### src/rtl/add_mul_sub_seq.sv
// Sequential add/subtract/multiply unit: add, sub and illegal finish in one cycle,
// multiply runs a radix-2 shift-add over WIDTH cycles. One request in flight at a time.
module add_mul_sub_seq #(
   parameter int WIDTH = 4
) (
   input  logic                 clk,
   input  logic                 rst,
   input  logic                 in_valid,
   output logic                 in_ready,
   input  logic [WIDTH-1:0]     a,
   input  logic [WIDTH-1:0]     b,
   input  logic [1:0]           operation,
   output logic                 out_valid,
   input  logic                 out_ready,
   output logic [2*WIDTH-1:0]   result,
   output logic                 err
);

   localparam int RESULT_W = 2 * WIDTH;
   localparam int CNT_W    = $clog2(WIDTH + 1);
   localparam logic [CNT_W-1:0] LAST_STEP = CNT_W'(WIDTH - 1);

   localparam logic [1:0] OP_ADD = 2'b00;
   localparam logic [1:0] OP_SUB = 2'b01;
   localparam logic [1:0] OP_MUL = 2'b10;

   typedef enum logic [1:0] {
      IDLE = 2'd0,
      MUL  = 2'd1,
      DONE = 2'd2
   } state_t;

   state_t                state_q, state_d;
   logic [RESULT_W-1:0]   acc_q, acc_d;
   logic [RESULT_W-1:0]   mcand_q, mcand_d;
   logic [WIDTH-1:0]      mplier_q, mplier_d;
   logic [CNT_W-1:0]      cnt_q, cnt_d;
   logic                  err_q, err_d;

   logic                  accept;
   logic [RESULT_W-1:0]   a_ext;
   logic [RESULT_W-1:0]   b_ext;

   assign accept = in_valid && (state_q == IDLE);
   assign a_ext  = {{WIDTH{1'b0}}, a};
   assign b_ext  = {{WIDTH{1'b0}}, b};

   always_ff @(posedge clk) begin
      if (rst) begin
         state_q <= IDLE;
      end else begin
         state_q <= state_d;
      end
   end

   always_comb begin
      state_d = state_q;
      case (state_q)
         IDLE: begin
            if (accept) begin
               state_d = (operation == OP_MUL) ? MUL : DONE;
            end
         end
         MUL: begin
            if (cnt_q == LAST_STEP) begin
               state_d = DONE;
            end
         end
         DONE: begin
            if (out_ready) begin
               state_d = IDLE;
            end
         end
         default: state_d = IDLE;
      endcase
   end

   always_comb begin
      in_ready  = (state_q == IDLE);
      out_valid = (state_q == DONE);
      result    = acc_q;
      err       = err_q;
   end

   // Datapath: operands are captured only on accept, so inputs seen in MUL/DONE never matter.
   always_comb begin
      acc_d    = acc_q;
      mcand_d  = mcand_q;
      mplier_d = mplier_q;
      cnt_d    = cnt_q;
      err_d    = err_q;
      case (state_q)
         IDLE: begin
            if (accept) begin
               err_d = 1'b0;
               cnt_d = '0;
               case (operation)
                  OP_ADD: acc_d = a_ext + b_ext;
                  OP_SUB: acc_d = a_ext - b_ext;
                  OP_MUL: begin
                     acc_d    = '0;
                     mcand_d  = a_ext;
                     mplier_d = b;
                  end
                  default: begin
                     acc_d = '0;
                     err_d = 1'b1;
                  end
               endcase
            end
         end
         MUL: begin
            if (mplier_q[0]) begin
               acc_d = acc_q + mcand_q;
            end
            mcand_d  = mcand_q << 1;
            mplier_d = mplier_q >> 1;
            cnt_d    = cnt_q + CNT_W'(1);
         end
         default: ;
      endcase
   end

   always_ff @(posedge clk) begin
      if (rst) begin
         acc_q    <= '0;
         mcand_q  <= '0;
         mplier_q <= '0;
         cnt_q    <= '0;
         err_q    <= 1'b0;
      end else begin
         acc_q    <= acc_d;
         mcand_q  <= mcand_d;
         mplier_q <= mplier_d;
         cnt_q    <= cnt_d;
         err_q    <= err_d;
      end
   end

endmodule
### config.mk
export PLATFORM = sky130hd
export DESIGN_NAME = add_mul_sub_seq
export DESIGN_NICKNAME = d
export VERILOG_FILES = /design/src/rtl/add_mul_sub_seq.sv
export SDC_FILE = /design/constraint.sdc
export NUM_CORES = 1
export LEC_CHECK = 0
export CAP_MARGIN = 20
export CORE_MARGIN = 2
export CORE_UTILIZATION = 57
export DETAILED_ROUTE_END_ITERATION = 6
export GPL_TIMING_DRIVEN = 0
export PLACE_DENSITY = 0.83
export SYNTH_ARGS = -nofsm -noshare
export SYNTH_HDL_FRONTEND = slang
export SYNTH_SLANG_ARGS = --single-unit
### constraint.sdc
create_clock -name clk -period 3 [get_ports clk]
set_clock_uncertainty 0.15 [all_clocks]
set_input_delay 0.45 -clock clk [delete_from_list [all_inputs] [get_ports clk]]
set_output_delay 0.45 -clock clk [all_outputs]
set_load 0.03 [all_outputs]
==> flow_summary_export.csv, run 1 <==
group,metric,value,unit
outcome,status,"complete, no violations",
placement,placed_cell_area,2040,um^2
layout,stdcell_area,2080,um^2
synth,async_flop_share,0,%
setup_path,rrSetupSlack,970,ps
pwr,pwr-share-seq,46.5,%
global_routing,grt_pass1_wl,6460,um
placement,place.gp.congestion,0.913,
route,wirelength,3950,um
clocking,clk_latency,330,ps
clocking,clockBufferDepth,2,
pwr,p_switching,0.000279,W
route,vias,1625,
hold_path,holdPathEnd,"mplier_q[3]$_SDFFE_PP0P_",
route,wl_met2,1840,um
route,wl_per_cell,14.1,um
sta,tightest_slew,509,ps
setup_path,reg2regPathDepth,8,
pwr,peakVddDrop,204,uV
sta,relSlewSlack,66.0,%
sta,setup_tns,0,ps
route,wl_met1,1920,um
clocking,cts_buffers,3,
clocking,clk_pin_slew,140,ps
clocking,cts_setup_buffers,0,
setup_path,critical_path.cell_chain,"clkbuf_1 > nor2b_1 > clkdlybuf4s50_1",
setup_path,worstReg2RegEnd,"result[6]$_SDFFE_PP0P_",
route,top_layer_used,"met4",
setup_path,crit_type,"register to output pin",
hold_path,hp-class,"register to register",
synth,synth_edf_count,0,
sta,rsz0062_at_grt,"no",
pwr,powerDensity,401,nW/um^2
synth,synth_seq_area_share,29.4,%
route,first_pass_iters,4,
setup_path,required,2400,ps
layout,final_util,69.2,%
layout,diodes,0,
setup_path,r2r-start,"result[0]$_SDFFE_PP0P_",
hold_path,whs_path_depth,2,
sta,setup_viol,0,
pwr,internal-power,0.000554,W
sta,min_period,2570,ps
clocking,cts_tree,"done",
clocking,cts.htree.levels,1,
route,route.detailed.drc,0,
die,die_y,59.7,um
global_routing,grt_pass1_vias,1440,
synth,syn_nets,255,
synth,yosys_warnings,0,
die,die-area,3570,um^2
synth,syn_area,1770,um^2
sta,hold_viol,0,
placement,hpwl,3050,um
route,vias_per_cell,5.78,
pwr,combPwrFrac,31.5,%
synth,synth_cells,221,
sta,fmax,389,MHz
clocking,post_cts_resize_count,0,
setup_path,cp-start-kind,"register",
clocking,root_buffer,"clkbuf_4",
global_routing,grt_antenna_before_repair,0,
global_routing,grt_start_max_net_pins,15,
global_routing,grt_usage,23.9,%
synth,yosysUniqueCellTypes,42,
setup_path,cp_max_fo,10,
pwr,p_leak,0.805,nW
clocking,hold_buffers,0,
route,antenna_left,0,
die,die_x,59.7,um
global_routing,grt_overflow,0,
layout,drive_gt1_share,6.45,%
sta,slew_viol_final,0,
pwr,pwr-share-clk,22.0,%
hold_path,min_from,"mplier_q[3]$_SDFFE_PP0P_",
route,wl_met3,168,um
setup_path,crit_path_top_delay_cell,"clkdlybuf4s50_1",
synth,avgSynthCellArea,8.01,um^2
clocking,clock-sinks,26,
setup_path,startpoint,"state_q[1]$_SDFFE_PP0P_",
placement,port_buffers,23,
sta,fin_crit_sh,85.7,%
die,coreArea,3000,um^2
die,start_util,59.0,%
route,drtIter0Drc,89,
die,pin_count,25,
synth,synth_top_flop_cell,"dfxtp_1",
setup_path,path_buf_inv,2,
run,cap_violations,0,
setup_path,end_kind,"output pin",
setup_path,cp_top_family,"buffers and inverters",
pwr,swShare,33.5,%
sta,holdWs,318,ps
layout,fillers,261,
die,std_cell_rows,20,
setup_path,max_stage_delay,690,ps
setup_path,worstPathArrival,1970,ps
layout,syn_to_final_growth,17.4,%
layout,layout.nets,283,
synth,ys_ff_latch,26,
tightest hold or removal path: stages, from the launching register on:
cell and delay (ps):
dfxtp_1 340, nand2_1 50, a21oi_1 50
synth_stat cells (all sizes together), types with 2 or more instances:
master	n	area share [%]
nor2	37	8.0
dfxtp	26	29
nand2	21	4.5
ha	17	12
a21oi	16	4.5
inv	12	2.5
a311oi	8	4.0
buf	8	2.6
o21ai	7	2.0
nor3	6	1.7
a22oi	5	2.1
clkbuf	5	1.1
nand2b	5	1.9
nor2b	5	1.8
o211ai	5	2.1
a211oi	4	1.7
nand3	4	1.1
fa	3	3.4
mux2i	3	1.7
a21o	2	0.85
nor3b	2	0.85
o21bai	2	0.85
o221ai	2	0.99
xnor2	2	0.99
final cells by class:
class                           count  area, um^2  area share, %
Clock buffer                        4        36.3           1.75
Inverter                           12        45.0           2.17
Tap cell                           33        41.3           1.99
Buffer                             13        65.1           3.13
Timing Repair Buffer               23         230           11.1
Sequential cell                    26         520           25.0
Multi-Input combinational cell    170        1140           54.8
sequential cells by signal (all words and copies together), names as in the netlist:
signal	count
state_q	2
mcand_q	8
mplier_q	4
result	8
err	1
cnt_q	3
cells in the final DEF, fill, tap and decap left out, drive strengths merged, types with 2 or more instances in the layout:
cell	Yosys	routed
buf	8	8
clkdlybuf4s50	0	23
dfxtp	26	26
nor3	6	6
xnor2	2	2
a21oi	16	16
o211ai	5	5
ha	17	17
nand3	4	4
a311oi	8	8
mux2i	3	3
inv	12	12
a21o	2	2
nand2	21	21
clkbuf	5	9
a22oi	5	5
nor3b	2	2
nor2	37	37
fa	3	3
o21ai	7	7
nand2b	5	5
o21bai	2	2
nor2b	5	5
o221ai	2	2
a211oi	4	4
metal layers:
metal  global-route usage, %  vias to the layer above
li1                        -                      838
met1                    32.2                      747
met2                    40.4                       35
met3                    3.46                        5
met4                    5.40                        0
met5                       0                        -
power by group through the flow:
stage	combinational [W]	sequential, W	clock [W]
final	0.000262	0.000388	0.000183
after global placement	0.000256	0.000394	0
after CTS	0.000262	0.000388	0.000183
after global routing	0.000287	0.000391	0.000202
after detailed placement	0.000261	0.000396	0
after floorplan	0.000154	0.000413	0
worst max path at each step:
stage	to	slack (ps)	depth (start not counted)
after global routing	out_valid	300	3
final	out_valid	430	3
after floorplan	result[6]$_SDFFE_PP0P_	870	8
after global placement	result[6]$_SDFFE_PP0P_	200	9
after detailed placement	result[6]$_SDFFE_PP0P_	170	8
after CTS	out_valid	420	3
per-stage QoR:
step,cells,total power [W],worst slack [ps]
2_1_floorplan,221,0.000567,873
6_report,281,0.000833,428
5_1_grt,281,0.000880,299
3_3_place_gp,277,0.000650,197
3_5_place_dp,277,0.000656,175
4_1_cts,281,0.000832,424
kinds of logic after synthesis:
kind of cell | synth area share [%]
AND/OR/NAND/NOR | 22.2
multiplexers | 2.33
flip-flops | 29.4
adder cells (fa/ha/maj) | 15.4
buffers and inverters | 6.22
AO/OA/AOI/OAI | 23.5
XOR/XNOR | 0.990
Note: power is estimated with default switching activity, not from simulation.
==> run 2: changes to the inputs <==
--- a/config.mk
+++ b/config.mk
@@ -9,8 +9,9 @@
 export CORE_MARGIN = 2
 export CORE_UTILIZATION = 57
 export DETAILED_ROUTE_END_ITERATION = 6
+export DONT_BUFFER_PORTS = 1
 export GPL_TIMING_DRIVEN = 0
-export PLACE_DENSITY = 0.83
+export PLACE_DENSITY = 0.72
 export SYNTH_ARGS = -nofsm -noshare
 export SYNTH_HDL_FRONTEND = slang
 export SYNTH_SLANG_ARGS = --single-unit
==> flow_summary_export.csv, run 2 (synthesized netlist as in run 1, its figures left out) <==
group,metric,value,unit
outcome,status,"complete, no violations",
pwr,internal-power,0.000492,W
sta,setup_tns,0,ps
sta,fin_crit_sh,75.5,%
layout,syn_to_final_growth,3.60,%
setup_path,end_kind,"output pin",
global_routing,grt_start_max_net_pins,14,
die,start_util,59.0,%
global_routing,grt_usage,25.4,%
die,coreArea,3000,um^2
route,vias_per_cell,6.23,
layout,diodes,0,
setup_path,max_stage_delay,590,ps
route,antenna_left,0,
global_routing,grt_antenna_before_repair,0,
clocking,clock-sinks,26,
placement,place.gp.congestion,0.897,
route,wirelength,4200,um
die,die_y,59.7,um
setup_path,crit_type,"register to output pin",
pwr,swShare,35.2,%
sta,min_period,2260,ps
sta,fmax,442,MHz
pwr,combPwrFrac,25.6,%
clocking,cts.htree.levels,1,
clocking,cts_tree,"done",
die,die_x,59.7,um
hold_path,hp-class,"primary input to register",
setup_path,cp-start-kind,"register",
route,route.detailed.drc,0,
route,first_pass_iters,4,
route,drtIter0Drc,102,
sta,holdWs,110,ps
global_routing,grt_pass1_vias,1503,
sta,setup_viol,0,
setup_path,crit_path_top_delay_cell,"nor2b_1",
layout,final_common_cell,"nor2_1",
layout,layout.nets,260,
clocking,clk_latency,330,ps
placement,placed_cell_area,1810,um^2
setup_path,critical_path.cell_chain,"clkbuf_1 > nor2b_1",
layout,fin_cells,257,
setup_path,worstPathArrival,1660,ps
clocking,hold_buffers,0,
clocking,cts_buffers,3,
route,wl_per_cell,16.3,um
global_routing,grt_pass1_wl,6940,um
setup_path,cp_max_fo,10,
pwr,powerDensity,414,nW/um^2
clocking,cts_setup_buffers,0,
global_routing,grt_overflow,0,
clocking,clk_pin_slew,140,ps
sta,hold_viol,0,
sta,relSlewSlack,56.5,%
placement,placed_cells,254,
pwr,p_switching,0.000267,W
die,die-area,3570,um^2
layout,stdcell_area,1830,um^2
run,cap_violations,0,
clocking,post_cts_resize_count,0,
sta,tightest_slew,650,ps
pwr,pwr-share-clk,20.2,%
pwr,p_leak,0.711,nW
die,pin_count,25,
pwr,pwr-share-seq,54.1,%
sta,slew_viol_final,0,
die,std_cell_rows,20,
placement,port_buffers,0,
layout,drive_gt1_share,6.70,%
sta,rsz0062_at_grt,"no",
clocking,clockBufferDepth,2,
setup_path,required,2400,ps
route,vias,1602,
pwr,peakVddDrop,188,uV
layout,mostFrequentLayoutCells,"nor2_1 (36), dfxtp_1 (26), nand2_1 (21)",
clocking,root_buffer,"clkbuf_4",
placement,hpwl,3320,um
run 2: changes by cell type in the layout (fill, tap and decap cells not counted):
| cell | previous run | this run |
|---|---|---|
| clkbuf_8 | 1 | 0 |
| clkdlybuf4s50_1 | 23 | 0 |
run 2: worst paths after layout:
path / depth (start not counted) / endpoint / slack [ps] / startpoint
worst max-delay path: 2 / out_valid / 740 / state_q[1]$_SDFFE_PP0P_
worst max register to register: 6 / result[5]$_SDFFE_PP0P_ / 750 / result[1]$_SDFFE_PP0P_
worst min-delay path: 2 / mplier_q[3]$_SDFFE_PP0P_ / 110 / b[3]
worst min register to register: 2 / mplier_q[3]$_SDFFE_PP0P_ / 320 / mplier_q[3]$_SDFFE_PP0P_
run 2: critical path, delay by kind of cell, from the launching register on:
family,cells,cell delay [ps]
buffers and inverters,1,340
DFF,1,410
and+or+nand+nor,1,590
run 2: final cells by class:
type | count | area, um^2
buffer | 13 | 65.1
clock buffer | 3 | 22.5
fill | 289 | 1170
inverter | 12 | 45.0
multi-input combinational | 170 | 1140
sequential | 26 | 520
tap | 33 | 41.3
run 2: per-layer routing:
| layer | GRT usage (%) | vias up | part of all wire, % |
|---|---|---|---|
| met1 | 33.5 | 762 | 45 |
| li1 | - | 792 | - |
| met4 | 6.35 | 0 | 0.81 |
| met3 | 4.11 | 5 | 4.9 |
| met5 | 0 | - | 0 |
| met2 | 43.2 | 43 | 49 |
run 2: metrics by stage:
| step | utilization [%] | power, W | worst slack (ps) |
|---|---|---|---|
| 2_1_floorplan | - | 0.000567 | 873 |
| 5_1_grt | 61.1 | 0.000801 | 540 |
| 3_5_place_dp | 60.3 | 0.000612 | 658 |
| 3_3_place_gp | 60.3 | 0.000601 | 706 |
| 4_1_cts | 61.1 | 0.000758 | 731 |
| 6_report | 61.1 | 0.000759 | 736 |
run 2: power by group through the flow:
stage	clock network, W	registers [W]	logic (W)
floorplan	0	0.000413	0.000154
global placement	0	0.000418	0.000183
detailed placement	0	0.000419	0.000193
CTS	0.000153	0.000411	0.000194
global route	0.000169	0.000415	0.000217
finish	0.000154	0.000411	0.000194
